--- src/rtl/multicycle_control.sv ---
// rtl/multicycle_control.sv - multicycle MIPS main control FSM with registered outputs.
// Optional MULTICYCLE_MEM_WAIT_EN adds MemReady stalls in FETCH, MEMRD and MEMWR.
module multicycle_control #(
  parameter int STATE_W      = 4,
  parameter int ILLEGAL_HALT = 0
) (
  input  logic               clk,
  input  logic               rst_n,
  input  logic [5:0]         Opcode,
  input  logic               Zero,
`ifdef MULTICYCLE_MEM_WAIT_EN
  input  logic               MemReady,
`endif
  output logic               PCWrite,
  output logic               PCWriteCond,
  output logic               IorD,
  output logic               MemRead,
  output logic               MemWrite,
  output logic               IRWrite,
  output logic               MemtoReg,
  output logic               RegDst,
  output logic               RegWrite,
  output logic               ALUSrcA,
  output logic [1:0]         ALUSrcB,
  output logic [1:0]         PCSource,
  output logic [1:0]         ALUOp,
  output logic               Inm,
  output logic [3:0]         ALUOpFinal,
  output logic               Illegal,
  output logic [STATE_W-1:0] State
);

  typedef enum logic [STATE_W-1:0] {
    IDLE     = 4'd0,  FETCH    = 4'd1,  DECODE = 4'd2,  MEMADR = 4'd3,
    MEMRD    = 4'd4,  MEMWB    = 4'd5,  MEMWR  = 4'd6,  RTYPE_EX = 4'd7,
    RTYPE_WB = 4'd8,  BEQ_EX   = 4'd9,  IMM_EX = 4'd10, IMM_WB = 4'd11,
    JUMP     = 4'd12, HALT     = 4'd13
  } state_t;

  typedef struct packed {
    logic       pc_write;
    logic       pc_write_cond;
    logic       iord;
    logic       mem_read;
    logic       mem_write;
    logic       ir_write;
    logic       mem_to_reg;
    logic       reg_dst;
    logic       reg_write;
    logic       alu_src_a;
    logic [1:0] alu_src_b;
    logic [1:0] pc_source;
    logic [1:0] alu_op;
    logic       inm;
    logic [3:0] alu_op_final;
    logic       illegal;
  } ctrl_t;

  localparam logic [5:0] OP_R    = 6'b000000;
  localparam logic [5:0] OP_LW   = 6'b100011;
  localparam logic [5:0] OP_SW   = 6'b101011;
  localparam logic [5:0] OP_BEQ  = 6'b000100;
  localparam logic [5:0] OP_J    = 6'b000010;
  localparam logic [5:0] OP_ADDI = 6'b001000;
  localparam logic [5:0] OP_ANDI = 6'b001100;
  localparam logic [5:0] OP_ORI  = 6'b001101;
  localparam logic [5:0] OP_SLTI = 6'b001010;

  state_t     state_q, state_d;
  logic [5:0] op_q, op_d;
  ctrl_t      ctrl_q, ctrl_d;
  logic       illegal_d;
  logic       mem_ready;
  logic       unused_zero;

  assign unused_zero = Zero;

`ifdef MULTICYCLE_MEM_WAIT_EN
  assign mem_ready = MemReady;
`else
  assign mem_ready = 1'b1;
`endif

  always_comb begin
    state_d   = state_q;
    op_d      = op_q;
    illegal_d = 1'b0;
    case (state_q)
      IDLE:     state_d = FETCH;
      FETCH:    state_d = mem_ready ? DECODE : FETCH;
      DECODE: begin
        op_d = Opcode;
        case (Opcode)
          OP_R:                            state_d = RTYPE_EX;
          OP_LW, OP_SW:                    state_d = MEMADR;
          OP_BEQ:                          state_d = BEQ_EX;
          OP_J:                            state_d = JUMP;
          OP_ADDI, OP_ANDI, OP_ORI, OP_SLTI: state_d = IMM_EX;
          default: begin
            state_d   = (ILLEGAL_HALT != 0) ? HALT : FETCH;
            illegal_d = 1'b1;
          end
        endcase
      end
      MEMADR:   state_d = (op_q == OP_SW) ? MEMWR : MEMRD;
      MEMRD:    state_d = mem_ready ? MEMWB : MEMRD;
      MEMWR:    state_d = mem_ready ? FETCH : MEMWR;
      RTYPE_EX: state_d = RTYPE_WB;
      IMM_EX:   state_d = IMM_WB;
      HALT:     state_d = HALT;
      default:  state_d = FETCH;
    endcase
  end

  // Outputs are decoded from the next state so they are registered yet match the current state.
  always_comb begin
    ctrl_d         = '0;
    ctrl_d.illegal = illegal_d;
    case (state_d)
      FETCH: begin
        ctrl_d.mem_read  = 1'b1;
        ctrl_d.ir_write  = 1'b1;
        ctrl_d.alu_src_b = 2'b01;
        ctrl_d.pc_write  = 1'b1;
      end
      DECODE:   ctrl_d.alu_src_b = 2'b11;
      MEMADR: begin
        ctrl_d.alu_src_a = 1'b1;
        ctrl_d.alu_src_b = 2'b10;
      end
      MEMRD: begin
        ctrl_d.mem_read = 1'b1;
        ctrl_d.iord     = 1'b1;
      end
      MEMWB: begin
        ctrl_d.mem_to_reg = 1'b1;
        ctrl_d.reg_write  = 1'b1;
      end
      MEMWR: begin
        ctrl_d.mem_write = 1'b1;
        ctrl_d.iord      = 1'b1;
      end
      RTYPE_EX: begin
        ctrl_d.alu_src_a = 1'b1;
        ctrl_d.alu_op    = 2'b10;
      end
      RTYPE_WB: begin
        ctrl_d.reg_dst   = 1'b1;
        ctrl_d.reg_write = 1'b1;
      end
      BEQ_EX: begin
        ctrl_d.alu_src_a     = 1'b1;
        ctrl_d.alu_op        = 2'b01;
        ctrl_d.pc_write_cond = 1'b1;
        ctrl_d.pc_source     = 2'b01;
      end
      IMM_EX: begin
        ctrl_d.alu_src_a = 1'b1;
        ctrl_d.alu_src_b = 2'b10;
        ctrl_d.inm       = 1'b1;
        case (op_d)
          OP_ADDI: ctrl_d.alu_op_final = 4'b0010;
          OP_ANDI: ctrl_d.alu_op_final = 4'b0000;
          OP_ORI:  ctrl_d.alu_op_final = 4'b0001;
          OP_SLTI: ctrl_d.alu_op_final = 4'b0111;
          default: ctrl_d.alu_op_final = 4'b0000;
        endcase
      end
      IMM_WB:   ctrl_d.reg_write = 1'b1;
      JUMP: begin
        ctrl_d.pc_write  = 1'b1;
        ctrl_d.pc_source = 2'b10;
      end
      default:  ctrl_d = ctrl_d;
    endcase
  end

  always_ff @(posedge clk or negedge rst_n) begin
    if (!rst_n) begin
      state_q <= IDLE;
      op_q    <= '0;
      ctrl_q  <= '0;
    end else begin
      state_q <= state_d;
      op_q    <= op_d;
      ctrl_q  <= ctrl_d;
    end
  end

  // ir_write marks FETCH, so only the fetch-time PC load waits for memory.
  assign PCWrite     = ctrl_q.pc_write & (mem_ready | ~ctrl_q.ir_write);
  assign IRWrite     = ctrl_q.ir_write & mem_ready;
  assign PCWriteCond = ctrl_q.pc_write_cond;
  assign IorD        = ctrl_q.iord;
  assign MemRead     = ctrl_q.mem_read;
  assign MemWrite    = ctrl_q.mem_write;
  assign MemtoReg    = ctrl_q.mem_to_reg;
  assign RegDst      = ctrl_q.reg_dst;
  assign RegWrite    = ctrl_q.reg_write;
  assign ALUSrcA     = ctrl_q.alu_src_a;
  assign ALUSrcB     = ctrl_q.alu_src_b;
  assign PCSource    = ctrl_q.pc_source;
  assign ALUOp       = ctrl_q.alu_op;
  assign Inm         = ctrl_q.inm;
  assign ALUOpFinal  = ctrl_q.alu_op_final;
  assign Illegal     = ctrl_q.illegal;
  assign State       = state_q;

endmodule

--- config.mk ---
export PLATFORM = sky130hd
export DESIGN_NAME = multicycle_control
export DESIGN_NICKNAME = d
export VERILOG_FILES = /design/src/rtl/multicycle_control.sv
export SDC_FILE = /design/constraint.sdc
export NUM_CORES = 1
export LEC_CHECK = 0
export CAP_MARGIN = 20
export CORE_MARGIN = 3
export CORE_UTILIZATION = 48
export DETAILED_ROUTE_END_ITERATION = 12
export PLACE_DENSITY_LB_ADDON = 0.2
export SYNTH_ARGS = -nofsm -noshare
export SYNTH_HDL_FRONTEND = slang
export SYNTH_SLANG_ARGS = --single-unit
--- constraint.sdc ---
create_clock -name clk -period 2.25 [get_ports clk]
set_clock_uncertainty 0.1 [all_clocks]
set_input_delay 0.3375 -clock clk [delete_from_list [all_inputs] [get_ports clk]]
set_output_delay 0.3375 -clock clk [all_outputs]
set_load 0.005 [all_outputs]
==> results.md <==
* Gr ovfl total at 0
* Synth top area share at 51.3%
* Max incr delay on CP at 0.55 ns
* WP data arrival at 2.23 ns
* CTS Sinks at 29
* First-pass GRT wire length at 5350 um
* Total Wirelength at 3060 um
* Placement Rows at 19
* Die area at 3640 um2
* CP max FO at 8
* Worst vdd ir at 1.11 mV
* Simple-gate share of the synthesized area at 21.1%
* # IOs at 35
* Unrepaired setup endpoints after global routing: no
* Synth area leaders: dfrtp_1 51%, mux2_2 5.6%, nor2_1 5.0%
* FF-to-FF Start: State[1]$_DFF_PN0_
* DR vias/cell at 5.38
* Net Count, Synth at 147
* Cells after Synth at 138
* Warnings, synthesis at 0
* Register area share after synthesis at 51.3%
* Root buffer cell: clkbuf_4
* Final Max Slew Viols at 0
* CTS buffer count at 5
* Synthesized area per cell at 10.3 um2
* Endpoints failing hold at 0
* Critical Setup Path Class: register to register
* Cell area after layout at 1930 um2
* Xor/xnor share of the synthesized area at 1.24%
* Final HPWL DP at 2210 um
* Clock tree buffer depth at 2
* CP max-delay cell: dfrtp_1
* Layout Cells excl Fill at 219
* Post-synthesis register bit count at 29
* Starting Density at 50.9%
* CP cell instances: nor2b_4 > o2bb2ai_1 > a31oi_1 > o32ai_2 > buf_4 > or4b_1 > nand2_1
* Antenna violations before repair at 0
* Die X at 60.3 um
* # hold bufs at CTS at 0
* Multiplexer share of the synthesized area at 6.28%
* Antenna Cells at 0
* HP Class: input pin to asynchronous set/reset pin
* Fillers at 214
* Cell accounting for the most synthesized area: dfrtp_1
* Vias in the first global route at 1196
* Max-cap violations at 0
* Clock latency on the worst-skew pair at 0.33 ns
* Port Buf Inserts at 32
* Final setup vio count at 0
* CTS tree: built
* Layout net count at 196
* Post-route ant nets at 0
* Setup TNS at 0 ns
* Reg2reg end: ALUSrcA$_DFF_PN0_
* H-Tree Level Count at 2
* Layout cells sized above 1 at 21.3%
* Post-place instance area at 1850 um2
* Status: completed
* Drt wl/cell at 13.9 um
* Clock transition at path regs at 0.09 ns
* Final hold slack at 0.280 ns
* Synth-to-layout area growth at 36.7%
* Total Routing Usage GR at 20.7%
* Remaining DRCs at 0
* Most frequent cells in the layout: 32 x clkdlybuf4s50_1, 29 x dfrtp_1, 19 x nor2_1, 19 x buf_4, 16 x nand2_1
* Core area at 2780 um2
* DRT iter0 DRCs at 56
* Largest net degree at the start of global routing at 30
* Post-synth EDFFs at 0
* Synth Area in Compound Gates at 14.5%
* Largest family of logic cells by synthesized area: simple AND/OR/NAND/NOR gates
* Die height at 60.3 um
* PwrDens at 1190 nW/um2
* DRT Pass-1 Iters at 4
* Setup crit end kind: register
* CP required at 2.42 ns
* Nature of the critical path startpoint: register
* Distinct cell type count after synthesis at 42
* Min Tclk post-route at 2.06 ns
* Dominant synthesized flop cell: dfrtp_1
* Pwr Total at 2.31 mW
* Placed Instances at 211
* R2R Setup Slk at 0.19 ns
* Period utilization at 91.5%
* F_max at 486 MHz
* PostCTS Resize Cnt at 0
* Commonest non-fill, non-tap cell in the layout: clkdlybuf4s50_1
* FF-to-FF path depth at 7
* Postcts setup bufs at 0
* RD Place Congestion at 0.850
* Adder-cell share of the synthesized area at 0%
* Vias at 1179
* Leakage power total at 0.872 nW
* Async SR Flop Fraction at 100%
* Mapped cell area at 1420 um2
worst max path at each step:
stage	start	to	slack, ns	cells past startpoint
after floorplan	State[2]$_DFF_PN0_	ALUSrcA$_DFF_PN0_	0.43	7
after global placement	Opcode[2]	ALUSrcA$_DFF_PN0_	-0.06	8
after detailed placement	Opcode[2]	ALUSrcA$_DFF_PN0_	-0.12	8
after CTS	State[1]$_DFF_PN0_	ALUSrcA$_DFF_PN0_	0.18	7
after global routing	State[1]$_DFF_PN0_	ALUSrcA$_DFF_PN0_	0.09	7
final	State[1]$_DFF_PN0_	ALUSrcA$_DFF_PN0_	0.19	7
metrics by stage:
stage | setup WS (ns) | util, %
6_report | 0.191 | 69.5
5_1_grt | 0.0919 | 69.5
4_1_cts | 0.177 | 69.5
3_5_place_dp | -0.120 | 66.5
3_3_place_gp | -0.0628 | 66.5
2_1_floorplan | 0.433 | -
worst max-delay path: cells and delay by family (launching register included):
kind | cells | cell delay, ns
buf+inv | 1 | 0.17
flops | 1 | 0.55
simple gates | 3 | 0.69
compound gates | 3 | 0.48
state kept, by name, indices dropped and copies added, names as in the netlist:
signal and flops:
op_q 6, State 4, ALUOpFinal 3, ALUSrcB 2, ALUOp 1, ALUSrcA 1
IRWrite 1, Illegal 1, Inm 1, IorD 1, MemRead 1, MemWrite 1
MemtoReg 1, PCSource 1, PCWrite 1, PCWriteCond 1, RegDst 1, RegWrite 1
layer usage:
metal / GRT usage [%] / vias up / wire (um)
met5: 0 / - / 0
met4: 8.23 / 0 / 50
met3: 6.91 / 6 / 193
met2: 32.6 / 39 / 1560
met1: 26.1 / 558 / 1250
li1: - / 576 / -
area by class of cell:
type                       instances  area [um2]  area share, %
clock inverter                     1        30.0           1.55
multi-input combinational         98         614           31.8
inverter                           2        7.51          0.388
sequential                        29         726           37.5
timing repair buffer              51         463           23.9
tap                               31        38.8           2.01
clock buffer                       7        55.1           2.85
Yosys cell counts (2+ instances only):
master / instances
and2_1: 3
mux2_2: 7
nor2_1: 19
dfrtp_1: 29
nand3_1: 3
buf_4: 4
a21oi_1: 4
nand4b_1: 2
a21o_1: 2
a31oi_1: 3
nand2b_1: 3
nand2_1: 16
buf_6: 2
xor2_1: 2
buf_2: 3
o21ai_0: 4
o21ai_1: 3
nor3_1: 5
kinds of logic (layout without fill, tap and decap cells):
family,after synthesis,after routing
other,1,1
AO/OA/AOI/OAI,28,28
flip-flops,29,29
multiplexers,8,8
XOR/XNOR,2,2
buffers and inverters,11,61
AND/OR/NAND/NOR,59,59
power breakdown:
part	internal (mW)	switching [mW]
clock network	0.265	0.185
logic	0.589	0.493
registers	0.689	0.0852
total	1.54	0.763
No activity file was read; power rests on OpenSTA's default activity.
